===== src/rtl/a_drain.sv =====
// Pipeline sink: buffers valid/stall words in a small FIFO and delivers them
// one at a time over a four-phase req/ack handshake, counting acked words.
module a_drain #(
  parameter int WIDTH   = 32,
  parameter int DEPTH   = 4,
  parameter int COUNT_W = 16
) (
  input  logic               clk,
  input  logic               rst,
  input  logic               v_i,
  input  logic [WIDTH-1:0]   data_i,
  output logic               stall_o,
  output logic               req_o,
  output logic [WIDTH-1:0]   data_o,
  input  logic               ack_i,
  output logic [COUNT_W-1:0] count_o
);

  localparam int AW = $clog2(DEPTH);
  localparam int PW = AW + 1;

  typedef enum logic [1:0] {
    S_IDLE,
    S_REQ,
    S_REL
  } state_e;

  logic [WIDTH-1:0]   mem_q [DEPTH];
  logic [PW-1:0]      wr_ptr_q, wr_ptr_d;
  logic [PW-1:0]      rd_ptr_q, rd_ptr_d;
  state_e             state_q, state_d;
  logic               req_q, req_d;
  logic [WIDTH-1:0]   data_q, data_d;
  logic [COUNT_W-1:0] count_q, count_d;

  logic empty;
  logic full;
  logic push;
  logic pop;

  // Extra pointer bit separates full (MSBs differ) from empty (all bits equal).
  assign empty = (wr_ptr_q == rd_ptr_q);
  assign full  = (wr_ptr_q[AW] != rd_ptr_q[AW]) &&
                 (wr_ptr_q[AW-1:0] == rd_ptr_q[AW-1:0]);
  assign push  = v_i && !full;

  always_comb begin
    // NOTE: every signal gets a default first so no path leaves it unassigned (no latch).
    state_d  = state_q;
    req_d    = req_q;
    data_d   = data_q;
    count_d  = count_q;
    pop      = 1'b0;
    case (state_q)
      S_IDLE: begin
        if (!empty) begin
          data_d  = mem_q[rd_ptr_q[AW-1:0]];
          pop     = 1'b1;
          req_d   = 1'b1;
          state_d = S_REQ;
        end
      end
      S_REQ: begin
        if (ack_i) begin
          req_d   = 1'b0;
          count_d = count_q + COUNT_W'(1);
          state_d = S_REL;
        end
      end
      S_REL: begin
        if (!ack_i) state_d = S_IDLE;
      end
      default: state_d = S_IDLE;
    endcase
    wr_ptr_d = wr_ptr_q + PW'(push);
    rd_ptr_d = rd_ptr_q + PW'(pop);
  end

  always_ff @(posedge clk) begin
    // NOTE: sequential state uses non-blocking assignments so all registers update together.
    if (!rst) begin
      state_q  <= S_IDLE;
      req_q    <= 1'b0;
      data_q   <= '0;
      count_q  <= '0;
      wr_ptr_q <= '0;
      rd_ptr_q <= '0;
    end else begin
      state_q  <= state_d;
      req_q    <= req_d;
      data_q   <= data_d;
      count_q  <= count_d;
      wr_ptr_q <= wr_ptr_d;
      rd_ptr_q <= rd_ptr_d;
    end
  end

  // NOTE: storage is not reset; clearing the pointers already makes old contents unreachable.
  always_ff @(posedge clk) begin
    if (rst && push) mem_q[wr_ptr_q[AW-1:0]] <= data_i;
  end

  assign stall_o = full;
  assign req_o   = req_q;
  assign data_o  = data_q;
  assign count_o = count_q;

endmodule


===== config.mk =====
export PLATFORM = sky130hd
export DESIGN_NAME = a_drain
export DESIGN_NICKNAME = d
export VERILOG_FILES = /design/src/rtl/a_drain.sv
export SDC_FILE = /design/constraint.sdc
export NUM_CORES = 1
export LEC_CHECK = 0
export BUFFER_PORTS_ARGS = -buffer_cell sky130_fd_sc_hd__buf_2
export CAP_MARGIN = 30
export CORE_ASPECT_RATIO = 0.7
export CORE_UTILIZATION = 35
export DETAILED_ROUTE_END_ITERATION = 10
export HOLD_SLACK_MARGIN = 0.06
export PLACE_DENSITY = 0.52
export SKIP_CTS_REPAIR_TIMING = 1
export SLEW_MARGIN = 20
export SYNTH_ARGS = -nofsm -noshare
export SYNTH_HDL_FRONTEND = slang
export SYNTH_SLANG_ARGS = --single-unit

===== constraint.sdc =====
create_clock -name clk -period 4.76 [get_ports clk]
set_input_delay 0.476 -clock clk [delete_from_list [all_inputs] [get_ports clk]]
set_output_delay 0.476 -clock clk [all_outputs]
set_load 0.02 [all_outputs]

==> results of run 1 <==
==> power breakdown <==
part / internal, mW / total, mW / switching [mW]
Combinational: 0.344 / 0.876 / 0.532
Sequential: 1.89 / 1.99 / 0.0992
Clock: 0.783 / 1.35 / 0.568
Total: 3.01 / 4.21 / 1.20
==> path summary, 6_finish.rpt <==
kind / startpoint / end / depth (start not counted)
worst min register to register: data_o[2] / data_o[2] / 2
worst max register to register: wr_ptr_q[1] / data_o[26] / 6
worst max-delay path: wr_ptr_q[1] / data_o[26] / 6
worst min-delay path: data_i[22] / mem_q[0][22] / 1
==> cell usage after synthesis, drive strengths merged, types with 5 or more instances <==
cell type and count:
dfxtp 57, nand2 39, o21ai 37, buf 15
clkbuf 12, nand4 6, xnor2 7, and2 5
nor2 16, a21oi 5, nand3 35, ha 5
mux4 32, edfxtp 128, xor2 9, or3 5
==> logic make-up after synthesis <==
kind of cell               after synthesis  synth area share
DFF                                    185            0.7191
xor gates and xnor gates                16           0.02022
adders and majority gates                5          0.009025
AOI/OAI and AO/OA                       46           0.03574
muxes                                   33            0.1054
and+or+nand+nor                        120           0.08556
buffers and inverters                   31           0.02491
==> per-stage QoR <==
step	hold slack [ns]	cell area [sq um]	setup WS, ns
floorplan	0.4940	6932	0.9159
global placement	0.4453	7612	2.288
detailed placement	0.4519	7624	2.272
CTS	0.2361	8184	2.444
global route	0.2453	8204	2.302
finish	0.2618	8207	2.530
==> registers in the layout (all words and copies together), names as in the netlist <==
name      flops
count_o      16
data_o       32
mem_q       128
rd_ptr_q      3
req_o         1
state_q       2
wr_ptr_q      3
==> layout by cell type, fill, tap and decap left out, types with 2 or more instances in the layout <==
master / synthesis / final
nor2_1: 16 / 16
buf_4: 3 / 7
xnor2_1: 7 / 7
nand2_1: 39 / 39
ha_1: 5 / 5
bufinv_16: 0 / 2
and2_1: 5 / 5
clkinv_2: 0 / 3
mux4_2: 32 / 32
clkbuf_16: 0 / 17
nand4_2: 2 / 2
buf_2: 6 / 85
dfxtp_2: 0 / 2
inv_1: 4 / 4
dfxtp_1: 57 / 55
and3_1: 3 / 3
clkbuf_1: 12 / 5
nand3_1: 35 / 35
edfxtp_1: 128 / 128
clkinvlp_4: 0 / 2
nand4_1: 4 / 4
a21oi_1: 5 / 5
xor2_1: 9 / 9
or3_1: 5 / 5
nor3b_2: 0 / 2
o21ai_0: 37 / 37
==> final cells by class <==
type	count	area share
clock buffers	23	0.05580
well taps	264	0.04025
inverters	4	0.001830
clock inverters	9	0.01250
repair buffers	94	0.06205
diodes	1	0.0003049
multi-input cells	220	0.2195
flip-flops and latches	185	0.6077
==> layer usage <==
| layer | GRT usage | up-vias |
|---|---|---|
| li1 | - | 1833 |
| met1 | 0.1951 | 1854 |
| met2 | 0.2072 | 86 |
| met3 | 0.04683 | 16 |
| met4 | 0.06081 | 2 |
| met5 | 0 | - |
==> worst reg2reg max path, cell delays in order (launching register included) <==
cell and delay, ns:
dfxtp_1 0.44, xnor2_1 0.19, a311oi_4 0.68, buf_6 0.24, buf_4 0.37, nand3_1 0.13, o21ai_0 0.10
==> summary.md, run 1 <==
| Metric | Value |
|---|---|
| Status | complete, no violations |
| Die H | between 100 and 150 microns |
| Main area contributors after synthesis | edfxtp_1 55%, dfxtp_1 16%, mux4_2 10%, o21ai_0 2.7%, nand3_1 2.5% |
| Layout cells sized above 1 | 0.3028 |
| Ys Warns | 0 |
| Non-Filler Instances | 800 |
| Count of final setup violators | 0 |
| # H-tree levels | 4 |
| Die Area | slightly above 20000 sq um |
| WL/cell | between 15 and 20 microns |
| Area delta synth->final | 18.39% |
| Clock root cell | clkbuf_16 |
| Initial drt markers | 179 |
| Count of clock tree sinks | around 190 |
| EDFF count, synth | 128 |
| Pwr per Cell Area | 513.3 nW/um^2 |
| Seq/Total Area, Yosys | 0.7191 |
| Fillers | 1744 |
| Vias per std cell | 4.739 |
| Path type of the worst setup path | reg2reg |
| CP delay by family, top | compound AO/OA/AOI/OAI gates |
| Final Power | 4.213 mW |
| Worst min path class | in2reg |
| Routability congestion estimate | 0.7307 |
| I/O pin count | 86 |
| Worst-path cell with the longest stage delay | a311oi_4 |
| Kind of end point of the critical path | flop |
| WP buf/inv | 2 |
| TNS Setup | 0 ns |
| IO buf count | 85 |
| Top cell type's share of synthesized area | 0.5545 |
| Routed length on met2 | 6028 microns |
| Pleak | 2.884 nW |
| Routed Antenna Nets | 0 |
| Initial Utilization | 0.3624 |
| Synth area leader | edfxtp_1 |
| Antenna violations before repair | 2 |
| Syn Nets | 477 |
| Worst setup SP type | flop |
| Avg Inst Size Synth | around 16 sq um |
| CTS clock-pin slew for the worst setup and hold paths | roughly 0.070 ns |
| Register area | 4987 sq um |
| Max-slew violation count | 0 |
| Slew HR | 0.5367 |
| Final nets | 563 |
| Clock skew | ~0.009 ns |
| Vias in the first global route | 3800 |
| Fin util | 0.4290 |
| Maxcap violations | 0 |
| Dpl cells | 766 |
| Clk Latency, worst-skew pair | 0.43 ns |
| Post-synthesis cell count | 436 |
| Mapped Area | between 6000 and 7000 sq um |
| CP cell instances | xnor2_1 > a311oi_4 > buf_6 > buf_4 > nand3_1 > o21ai_0 |
| R2R setup slack | 2.53 ns |
| Maximum VDD drop | 328.3 uV |
| Num rows | 42 |
| Multi-input gate area | between 1500 and 2000 sq um |
| Yosys reg bits | around 190 |
| Final worst path period need | 2.230 ns |
| DRC violations left | 0 |
| First-pass GRT wire length | 20920 microns |
| Period utilization | 0.4686 |
| Slew @ Worst Pin | 0.6950 ns |
| Total Routing Usage GR | 0.1425 |
| Longest Clk Path Bufs | 2 |
| Top_reg_cell synth | edfxtp_1 |
| Fmax | ~0.45 GHz |
| Core area | 19130 sq um |
| RSZ-0062 raised after global routing | false |
| Critical path's largest stage delay | 0.68 ns |
| Routed WL | 13550 microns |
| DR WL met3 | 688 microns |
| Async SR Flop Fraction | 0 |
| DP Wirelength | 7976 microns |
| Unique masters post-synth | 35 |
| Largest net degree at the start of global routing | 40 |
| Pre-Repair DR Iteration Count | 4 |
| Metal1 wirelength | 6607 microns |
| Req. time, crit path | 5.11 ns |
| Die W | 170.2 microns |
| Grt ovf | 0 |
| Vias | 3791 |
| Top sig layer | met5 |
| Fin. Hold Viols | 0 |
| Num CTS Buffers | 17 |
| Worst Path Max Fanout | 39 |
| Crit path DAT | 2.58 ns |
| CTS tree | yes |
Note: power is estimated with default switching activity, not from simulation.
==> run 2: changes to the inputs <==
- clock period: 4.76 -> 2.27 ns (I/O delays scaled with it)
==> summary.md, run 2 (synthesis results as in run 1) <==
| Metric | Value |
|---|---|
| Num CTS Buffers | 17 (unchanged) |
| Vias per std cell | 4.769 (+0.64%) |
| Ant diodes | 0 (-1) |
| Fin. Hold Viols | 0 (unchanged) |
| DP Wirelength | 8537 microns (+7.0%) |
| Initial drt markers | 261 (+46%) |
| Max FFs per register | 128 (unchanged) |
| Maximum VDD drop | 567.6 uV (+73%) |
| Worst min path class | in2reg |
| Final Instance Area | 8697 sq um (+6.0%) |
| Grt ovf | 0 (unchanged) |
| Metal1 wirelength | 6999 microns (+5.9%) |
| Total Routing Usage GR | 0.1498 (+0.007295) |
| Routed WL | 14090 microns (+4.0%) |
| Count of clock tree sinks | 185 (unchanged) |
| CTS tree | yes |
| IO buf count | 85 (unchanged) |
| Clk Latency, worst-skew pair | 0.42 ns (about the same) |
| Crit path DAT | 2.12 ns (-0.46 ns) |
| Maxcap violations | 0 (unchanged) |
| Count of final setup violators | 0 (unchanged) |
| Die H | 119.7 microns (unchanged) |
| Period utilization | 0.8816 (+0.4130) |
| Fillers | 1742 (-0.11%) |
| Vias in the first global route | 4122 (+8.5%) |
| Pre-Repair DR Iteration Count | 4 (unchanged) |
| Core area | 19130 sq um (unchanged) |
| Slew HR | 0.5875 (+0.05083) |
| Routed Antenna Nets | 0 (unchanged) |
| Worst Path Max Fanout | 10 (-74%) |
| Final worst path period need | 2.001 ns (-0.2292 ns) |
| Worst setup SP type | flop |
| Area delta synth->final | 25.47% |
| Pleak | 3.087 nW (+7.0%) |
| Longest Clk Path Bufs | 2 (unchanged) |
| DR WL met3 | 701 microns (+1.9%) |
| TNS Setup | 0 ns (unchanged) |
| Path type of the worst setup path | reg2reg |
| Status | complete, no violations |
| Clock skew | 0.006504 ns (-0.002457 ns) |
| Multi-input gate area | 1856 sq um (+3.0%) |
| Register area | 4990 sq um (about the same) |
| Fin util | 0.4547 (+0.02564) |
| Initial Utilization | 0.3624 (unchanged) |
| # H-tree levels | 4 (unchanged) |
| Die W | 170.2 microns (unchanged) |
| Pwr per Cell Area | 1054 nW/um^2 (+110%) |
| Vias | 3987 (+5.2%) |
| Placed Area | 7771 sq um (+1.9%) |
| Slew @ Worst Pin | 0.6181 ns (-0.07693 ns) |
| Top sig layer | met4 |
| Clock root cell | clkbuf_16 |
| RSZ-0062 raised after global routing | false |
| I/O pin count | 86 (unchanged) |
| Largest net degree at the start of global routing | 50 (+25%) |
| Req. time, crit path | 2.39 ns (-2.72 ns) |
| Most common cell after layout, fill and taps aside | edfxtp_1 |
| Final nets | 600 (+6.6%) |
| CTS clock-pin slew for the worst setup and hold paths | 0.06 ns (about the same) |
| Layout cells sized above 1 | 0.3077 (+0.004889) |
| DRC violations left | 0 (unchanged) |
| Routability congestion estimate | 0.7380 (+1.0%) |
| Fin Hold WS | 0.05953 ns (-0.2023 ns) |
| Fmax | 0.4997 GHz (+11%) |
| Kind of end point of the critical path | flop |
| WL/cell | 16.85 microns (-0.51%) |
| First-pass GRT wire length | 22360 microns (+6.9%) |
| Max-slew violation count | 0 (unchanged) |
| Routed length on met2 | 6245 microns (+3.6%) |
| Die Area | 20380 sq um (unchanged) |
| Antenna violations before repair | 0 (-2) |
| Num rows | 42 (unchanged) |
| Most frequent cells in the layout | 128 x edfxtp_1, 85 x buf_2, 53 x dfxtp_1 |
-- run 2: per-layer routing --
layer  global-route usage  up-vias
met2               0.2236       81
met4              0.04561        0
met1               0.2087     2003
met3              0.04716       10
li1                     -     1893
met5                    0        -
-- run 2: cell type report --
class	instances	share of cell area
Clock buffer	21	0.05294
Clock inverter	11	0.01669
Inverter	4	0.001726
Multi-Input combinational cell	220	0.2134
Sequential cell	185	0.5737
Tap cell	264	0.03798
Timing Repair Buffer	131	0.1036
-- run 2: per-stage QoR --
stage	power [mW]	cells	setup slack, ns
6_report	9.169	836	0.2687
4_1_cts	9.251	804	0.2286
5_1_grt	9.648	836	0.1227
3_5_place_dp	6.224	772	0.2472
2_1_floorplan	5.617	436	0.001142
3_3_place_gp	6.182	772	0.3047
-- run 2: worst max-delay path, stage by stage (launching register included) --
cell and delay [ns]:
dfxtp_2 0.47, xnor2_4 0.13, a31oi_2 0.28, nand2_2 0.16
nor3b_4 0.38, buf_4 0.28
-- run 2: worst paths after layout --
kind | from | endpoint | cells past startpoint | slack [ns]
worst max-delay path | wr_ptr_q[1] | mem_q[2][30] | 5 | 0.27
worst min-delay path | ack_i | state_q[0] | 2 | 0.06
worst max register to register | wr_ptr_q[1] | mem_q[2][30] | 5 | 0.27
worst min register to register | data_o[10] | data_o[10] | 2 | 0.45
-- run 2: where the power goes --
group | switching (mW) | internal (mW)
registers | 0.206 | 3.95
logic | 1.16 | 0.828
clock network | 1.23 | 1.79
